**config.mk**
```make
export PLATFORM = sky130hd
export DESIGN_NAME = req_onehot_arbiter
export DESIGN_NICKNAME = d
export VERILOG_FILES = /design/src/rtl/req_onehot_arbiter.sv
export SDC_FILE = /design/constraint.sdc
export NUM_CORES = 1
export LEC_CHECK = 0
export BUFFER_PORTS_ARGS = -buffer_cell sky130_fd_sc_hd__buf_4
export CORE_UTILIZATION = 30
export CTS_CLUSTER_DIAMETER = 150
export DETAILED_ROUTE_END_ITERATION = 10
export MAX_ROUTING_LAYER = met4
export PLACE_DENSITY = 0.58
export SKIP_LAST_GASP = 1
export SLEW_MARGIN = 25
export SYNTH_ARGS = -nofsm -noshare
export SYNTH_HDL_FRONTEND = slang
export SYNTH_SLANG_ARGS = --single-unit
```
**constraint.sdc**
```tcl
create_clock -name clk -period 3 [get_ports clk]
set_input_delay 0.45 -clock clk [delete_from_list [all_inputs] [get_ports clk]]
set_output_delay 0.45 -clock clk [all_outputs]
set_load 0.01 [all_outputs]
```
**src/rtl/req_onehot_arbiter.sv**
```systemverilog
// req_onehot_arbiter: synchronises four asynchronous request lines, turns
// rising edges into pending events and grants them one at a time, round-robin,
// as a one-hot word with a valid/ready handshake. Events that arrive while the
// same line is still pending are counted in a saturating drop counter.
module req_onehot_arbiter #(
  parameter int SYNC_STAGES = 2,
  parameter int CNT_W       = 8
) (
  input  logic             clk,
  input  logic             rst,
  input  logic [3:0]       req_in,
  output logic [3:0]       onehot_out,
  output logic             out_valid,
  input  logic             out_ready,
  output logic [3:0]       pending,
  output logic [CNT_W-1:0] drop_cnt
);

  localparam int SW = SYNC_STAGES * 4;
  localparam logic [CNT_W+2:0] DROP_MAX = {3'b000, {CNT_W{1'b1}}};

  typedef enum logic {IDLE, PRESENT} state_t;

  if (SYNC_STAGES < 1 || SYNC_STAGES > 3) begin : g_bad_sync_stages
    $error("req_onehot_arbiter: SYNC_STAGES must be in 1..3");
  end

  // Stage k of the synchroniser lives in sync_q[4k+3:4k]; the oldest stage is on top.
  logic [SW-1:0]      sync_q;
  logic [3:0]         s;
  logic [3:0]         prev;
  logic [3:0]         rise;
  logic [3:0]         clr;
  logic [3:0]         drop_vec;
  logic [2:0]         drop_num;
  logic [CNT_W+2:0]   drop_sum;

  state_t             state, state_n;
  logic [1:0]         ptr, ptr_n;
  logic [1:0]         gnt_idx, gnt_idx_n;
  logic [3:0]         onehot_n;
  logic               valid_n;
  logic [3:0]         rot;
  logic [1:0]         off;
  logic [1:0]         sel;

  assign s    = sync_q[SW-1 -: 4];
  assign rise = s & ~prev;

  // Lost events: a new edge on a line whose previous event is still pending and not being cleared.
  always_comb begin
    drop_vec = rise & pending & ~clr;
    drop_num = {2'b00, drop_vec[0]} + {2'b00, drop_vec[1]}
             + {2'b00, drop_vec[2]} + {2'b00, drop_vec[3]};
    drop_sum = {3'b000, drop_cnt} + {{CNT_W{1'b0}}, drop_num};
  end

  // Synchroniser, edge history, pending events and saturating drop counter.
  always_ff @(posedge clk) begin
    if (rst) begin
      sync_q   <= '0;
      prev     <= '0;
      pending  <= '0;
      drop_cnt <= '0;
    end else begin
      sync_q   <= SW'({sync_q, req_in});
      prev     <= s;
      pending  <= rise | (pending & ~clr);
      if (drop_sum > DROP_MAX) drop_cnt <= '1;
      else                     drop_cnt <= drop_sum[CNT_W-1:0];
    end
  end

  // Round-robin pick: rotate pending so bit ptr lands at position 0, take the lowest set bit.
  always_comb begin
    rot = 4'({pending, pending} >> ptr);
    off = '0;
    if      (rot[0]) off = 2'd0;
    else if (rot[1]) off = 2'd1;
    else if (rot[2]) off = 2'd2;
    else if (rot[3]) off = 2'd3;
    sel = ptr + off;
  end

  // Grant FSM next state, registered-output next values and handshake clear.
  always_comb begin
    state_n   = state;
    ptr_n     = ptr;
    gnt_idx_n = gnt_idx;
    onehot_n  = onehot_out;
    valid_n   = out_valid;
    clr       = '0;
    unique case (state)
      IDLE: begin
        onehot_n = '0;
        valid_n  = 1'b0;
        if (pending != 4'b0000) begin
          gnt_idx_n = sel;
          onehot_n  = 4'b0001 << sel;
          valid_n   = 1'b1;
          state_n   = PRESENT;
        end
      end
      PRESENT: begin
        if (out_ready) begin
          clr      = onehot_out;
          ptr_n    = gnt_idx + 2'd1;
          onehot_n = '0;
          valid_n  = 1'b0;
          state_n  = IDLE;
        end
      end
      default: state_n = IDLE;
    endcase
  end

  // Grant FSM state, round-robin pointer and registered outputs.
  always_ff @(posedge clk) begin
    if (rst) begin
      state      <= IDLE;
      ptr        <= '0;
      gnt_idx    <= '0;
      onehot_out <= '0;
      out_valid  <= 1'b0;
    end else begin
      state      <= state_n;
      ptr        <= ptr_n;
      gnt_idx    <= gnt_idx_n;
      onehot_out <= onehot_n;
      out_valid  <= valid_n;
    end
  end

endmodule

```
Word-level counts from Yosys, hierarchy flattened
Cells that the tools add are included.
W data, S select, Z words.
Word-level totals
  register bits after elaboration: 34
  bits of input ports: 7
  word-level logic and storage cells: 45
Cells by class
  mux-type cells: 15
  reduce and logical (&&, ||, !) cells: 3
  shift operators: 2
  bitwise logic cells: 8
  equal/unequal tests: 1
  $add $sub $neg: 6
  $lt $le $gt $ge: 1
Operators with widths (number)
  $and A4 B4 Y4: 4
  $mux W4: 4
  $add A8 B3 Y9: 1
  $gt A9 B8 Y1 const B: 1
  $mux W2: 4
  $mux W8: 1
  $not A4 Y4: 2
  $pmux W4 S2: 1
  $shr A8 B2 Y4: 1
  $or A4 B4 Y4: 1
  $pmux W1 S2: 2
  $reduce_and A2 Y1: 2
  $reduce_bool A4 Y1: 1
  $shl A1 B2 Y4 const A: 1
  $add A2 B1 Y3: 1
  $add A3 B1 Y3: 1
  $mux W1: 3
  $add A1 B1 Y2: 1
  $add A2 B1 Y2 const B: 1
  $add A2 B2 Y2: 1
  $ne A2 B2 Y1 const B: 1
  $not A1 Y1: 1

Longest topological paths before layout
  word-level depth: 10
  depth in mapped cells: 14

Worst setup path after synthesis
No wires, ideal clock.
  kind: input port to flip-flop
  start point: in out_ready
  end point: reg drop_cnt[0]
  data arrival time: 3.047 ns
  setup slack: -0.118 ns
  setup time: 0.071 ns
  stages: 13
  buffers on the path: 1
  cell sequence: and2_1 -> clkbuf_1 -> nand2_1 -> nand2_1 -> or2_2 -> fa_1 -> fa_1 -> inv_1 -> fa_1 -> and3_1 -> nand2_1 -> or2_2 -> a21oi_1
Between the ends
  longest elaborated chain between the ends: 10
Ends and longest elaborated chain
  start, declared: line 14  | input logic out_ready,
  $mux W4 *: line 105  | if (out_ready) begin
  $mux W4 *: line 93  | unique case (state)
  $not A4 Y4 *: line 52  | drop_vec = rise & pending & ~clr;
  $and A4 B4 Y4 *: line 52
  $add A1 B1 Y2: line 53  | drop_num = {2'b00, drop_vec[0]} + {2'b00, drop_vec[1]}
  $add A2 B1 Y3: line 54  | + {2'b00, drop_vec[2]} + {2'b00, drop_vec[3]};
  $add A3 B1 Y3 *: line 54
  $add A8 B3 Y9 *: line 55  | drop_sum = {3'b000, drop_cnt} + {{CNT_W{1'b0}}, drop_num};
  $gt A9 B8 Y1: line 69  | if (drop_sum > DROP_MAX) drop_cnt <= '1;
  $mux W8 *: line 69
  end signal, assigned: line 70  | else drop_cnt <= drop_sum[CNT_W-1:0];
  end, declared: line 16  | output logic [CNT_W-1:0] drop_cnt
Every way passes the cells marked *; elsewhere a longest branch is shown, timed or not.
A chain may end at the register's enable or synchronous reset.

Worst setup path after layout
  start point: reg state
  end point: reg drop_cnt[1]
Between the ends
  longest elaborated chain between the ends: 9
Ends and longest elaborated chain
  start, declared: line 38  | state_t state, state_n;
  start signal, assigned: line 126  | state <= state_n;
  $mux W4 *: line 93
  $not A4 Y4 *: line 52
  $and A4 B4 Y4 *: line 52
  $add A1 B1 Y2: line 53
  $add A2 B1 Y3: line 54
  $add A3 B1 Y3 *: line 54
  $add A8 B3 Y9 *: line 55
  $gt A9 B8 Y1: line 69
  $mux W8 *: line 69
Marks and branches as above.

==> metrics <==
gpl congestion 0.738; final critical path time including I/O delays and setup 2.85 ns; post-synthesis sequential area ratio 42.0%; drt pass-1 iters 4; fraction of layout cells with a size suffix above 1 30.9%; number of enable-type register cells in the synthesized netlist 0; Net Count, Synth 188; Yosys reg bits 34; total number of clock tree sinks 34; number of cells after detailed placement 266; post-DR vias/cell 4.65; detailed-route via count 1275; Routed WL per cell 11.6 microns; clock tree from TritonCTS yes; peak fanout along the critical path 5; worst relative slew slack 72.2%; Max-cap violations 0; buffer cell driving the clock tree root sky130_fd_sc_hd__clkbuf_8; number of buffers on the longest clock path 2; area of the core region 5140 sq um; clock skew 0.00576 ns; setup repair after global routing missed its margin false; final critical-path share of the clock period 94.9%; pin slew with the least headroom to its limit 0.414 ns; IO Port Bufs 23; remaining global-route overflow 0; number of pins exceeding their max-slew limit in the final report 0; clock insertion delay at the later pin of the skew report 0.28 ns; Post-synth top flop sky130_fd_sc_hd__dfxtp_1; Reg area 681 sq um; area of the mapped netlist 1620 sq um; number of diodes 0; area of the multi-input gates 877 sq um; worst setup timing slack at the placement stage -0.108 ns; post-route worst setup slack 0.154 ns; total half-perimeter wirelength after legalization and detailed placement 2320 microns; number of inserted filler cells in the final layout 570; cell count after synthesis 176; Post-CTS Repair Setup Buffers 0; Distinct cells, synth 47; count of hold-fix buffers inserted at cts 0; Tightest Hold Check Type in2reg; total number of yosys warnings 0; DRC violations left 0; Crit Path Category reg2reg; Max Clock Freq 0.351 GHz; GRT Total Usage 12.7%; via count of the first global-routing pass 1135; quantity of gates resized following cts 0; arrival time of the worst setup path 3.06 ns; Required @ worst endpoint 3.21 ns; final number of hold-violating endpoints 0; crit path capture type flop; total power density per cell area 522 nW/um^2; Synth-to-Final Area Change 23.6%; wirelength, routed 3170 microns; clock-pin transition on the worst setup and hold timing paths 0.07 ns; status finished clean; CTS HTree Levels 2; number of core rows 26; standby leakage power 0.777 nW; Initial Util 31.5%; total CTS buffers 5; area of the die 5700 sq um; I/O pin cnt 24; non-filler cells in the finished layout 274; maximum number of pins on one net before global-route repair 36; DRC violation total after the first TritonRoute iteration 104; proportion of register bits with asynchronous set or reset after synthesis 0%; startpoint class of the critical path flop; global-route wire length before repair 5180 microns; Detail Route Antenna Nets 0; die span in x 75.5 microns; maximum vdd drop 0.361 mV; Net count, final 215; Syn Area/Cell 9.21 sq um; antenna violations before repair 0; total of endpoints with negative setup slack in the final report 0; vertical extent of the die 75.5 microns
[per-stage QoR]
step | total power [mW] | setup TNS, ns | area [sq um] | hold slack, ns | utilization [%]
2_1_floorplan | 0.609 | 0 | 1630 | 0.414 | -
3_3_place_gp | 0.649 | -0.279 | 1890 | 0.416 | 36.7
3_5_place_dp | 0.650 | -0.484 | 1890 | 0.420 | 36.7
4_1_cts | 1.06 | 0 | 2000 | 0.370 | 38.8
5_1_grt | 1.09 | 0 | 2000 | 0.384 | 38.9
6_report | 1.05 | 0 | 2000 | 0.379 | 38.9
[synth_stat cells (all sizes together) (3+ instances only)]
cell type,number,area (sq um)
a21o,3,31.3
clkbuf,4,15.0
o21ai,7,42.5
nand2b,5,31.3
dfxtp,34,681
nor2b,13,83.8
nor4,3,31.3
nor2,11,43.8
or2,5,31.3
a21oi,14,73.8
buf,6,43.8
nand3,12,60.1
xnor2,3,26.3
nand2,18,67.6
xor2,3,26.3
inv,6,22.5
fa,3,60.1
[registers in the layout (all words and copies together), names as in the netlist]
signal and count:
onehot_out 4, sync_q 8, gnt_idx 2, ptr 2, state 1, prev 4
pending 4, out_valid 1, drop_cnt 8
[per-layer routing]
layer | up-vias | GRT usage [%] | part of all wire [%]
met5 | - | - | 0
met4 | 0 | 5.56 | 1.5
met3 | 5 | 2.91 | 3.6
met2 | 22 | 17.8 | 44
met1 | 584 | 17.3 | 51
li1 | 664 | - | -
[logic make-up (layout without fill, tap and decap cells)]
group           Yosys count  in the layout  synth area share [%]
fa+ha+maj                 5              5                  5.25
mux                       2              2                  1.31
simple gates             78             78                  27.1
flops                    34             34                  42.0
xor+xnor                  6              6                  3.24
compound gates           35             35                  16.1
buf+inv                  16             44                  5.02
[worst max-delay path: stages, from the launching register on]
cell and delay, ns:
sky130_fd_sc_hd__dfxtp_1 0.31, sky130_fd_sc_hd__and2_1 0.19, sky130_fd_sc_hd__nand2_1 0.08, sky130_fd_sc_hd__nand2_1 0.06
sky130_fd_sc_hd__or2_2 0.28, sky130_fd_sc_hd__fa_1 0.49, sky130_fd_sc_hd__fa_2 0.40, sky130_fd_sc_hd__inv_2 0.08
sky130_fd_sc_hd__fa_2 0.19, sky130_fd_sc_hd__and3_4 0.17, sky130_fd_sc_hd__nand2_1 0.09, sky130_fd_sc_hd__or2_4 0.29
sky130_fd_sc_hd__a21oi_1 0.15
[final timing paths]
path	slack, ns	end	cells after the start	from
max	0.15	drop_cnt[1]	12	state
min reg2reg	0.44	sync_q[5]	1	sync_q[1]
min	0.38	sync_q[3]	2	req_in[3]
max reg2reg	0.15	drop_cnt[1]	12	state
[power breakdown]
group	internal (mW)	switching [mW]	total, mW
clock network	0.244	0.162	0.407
logic	0.0673	0.0763	0.144
registers	0.474	0.0207	0.495
[cell usage in the layout (no fill, tap or decap), drive strengths merged, types with 3 or more instances in the layout]
master | Yosys | routed
dfxtp | 34 | 34
buf | 6 | 30
nand2 | 18 | 18
a21oi | 14 | 14
nor2b | 13 | 13
nand3 | 12 | 12
nor2 | 11 | 11
o21ai | 7 | 7
inv | 6 | 6
nand2b | 5 | 5
clkbuf | 4 | 5
or2 | 5 | 5
xnor2 | 3 | 3
xor2 | 3 | 3
nor4 | 3 | 3
fa | 3 | 3
a21o | 3 | 3
[area by class of cell]
| class | count | share of cell area (%) |
|---|---|---|
| Clock buffer | 5 | 3.44 |
| Clock inverter | 3 | 2.00 |
| Inverter | 6 | 1.13 |
| Multi-Input combinational cell | 126 | 43.8 |
| Sequential cell | 34 | 34.0 |
| Tap cell | 70 | 4.38 |
| Timing Repair Buffer | 30 | 11.3 |
No activity file was read; power rests on OpenSTA's default activity.
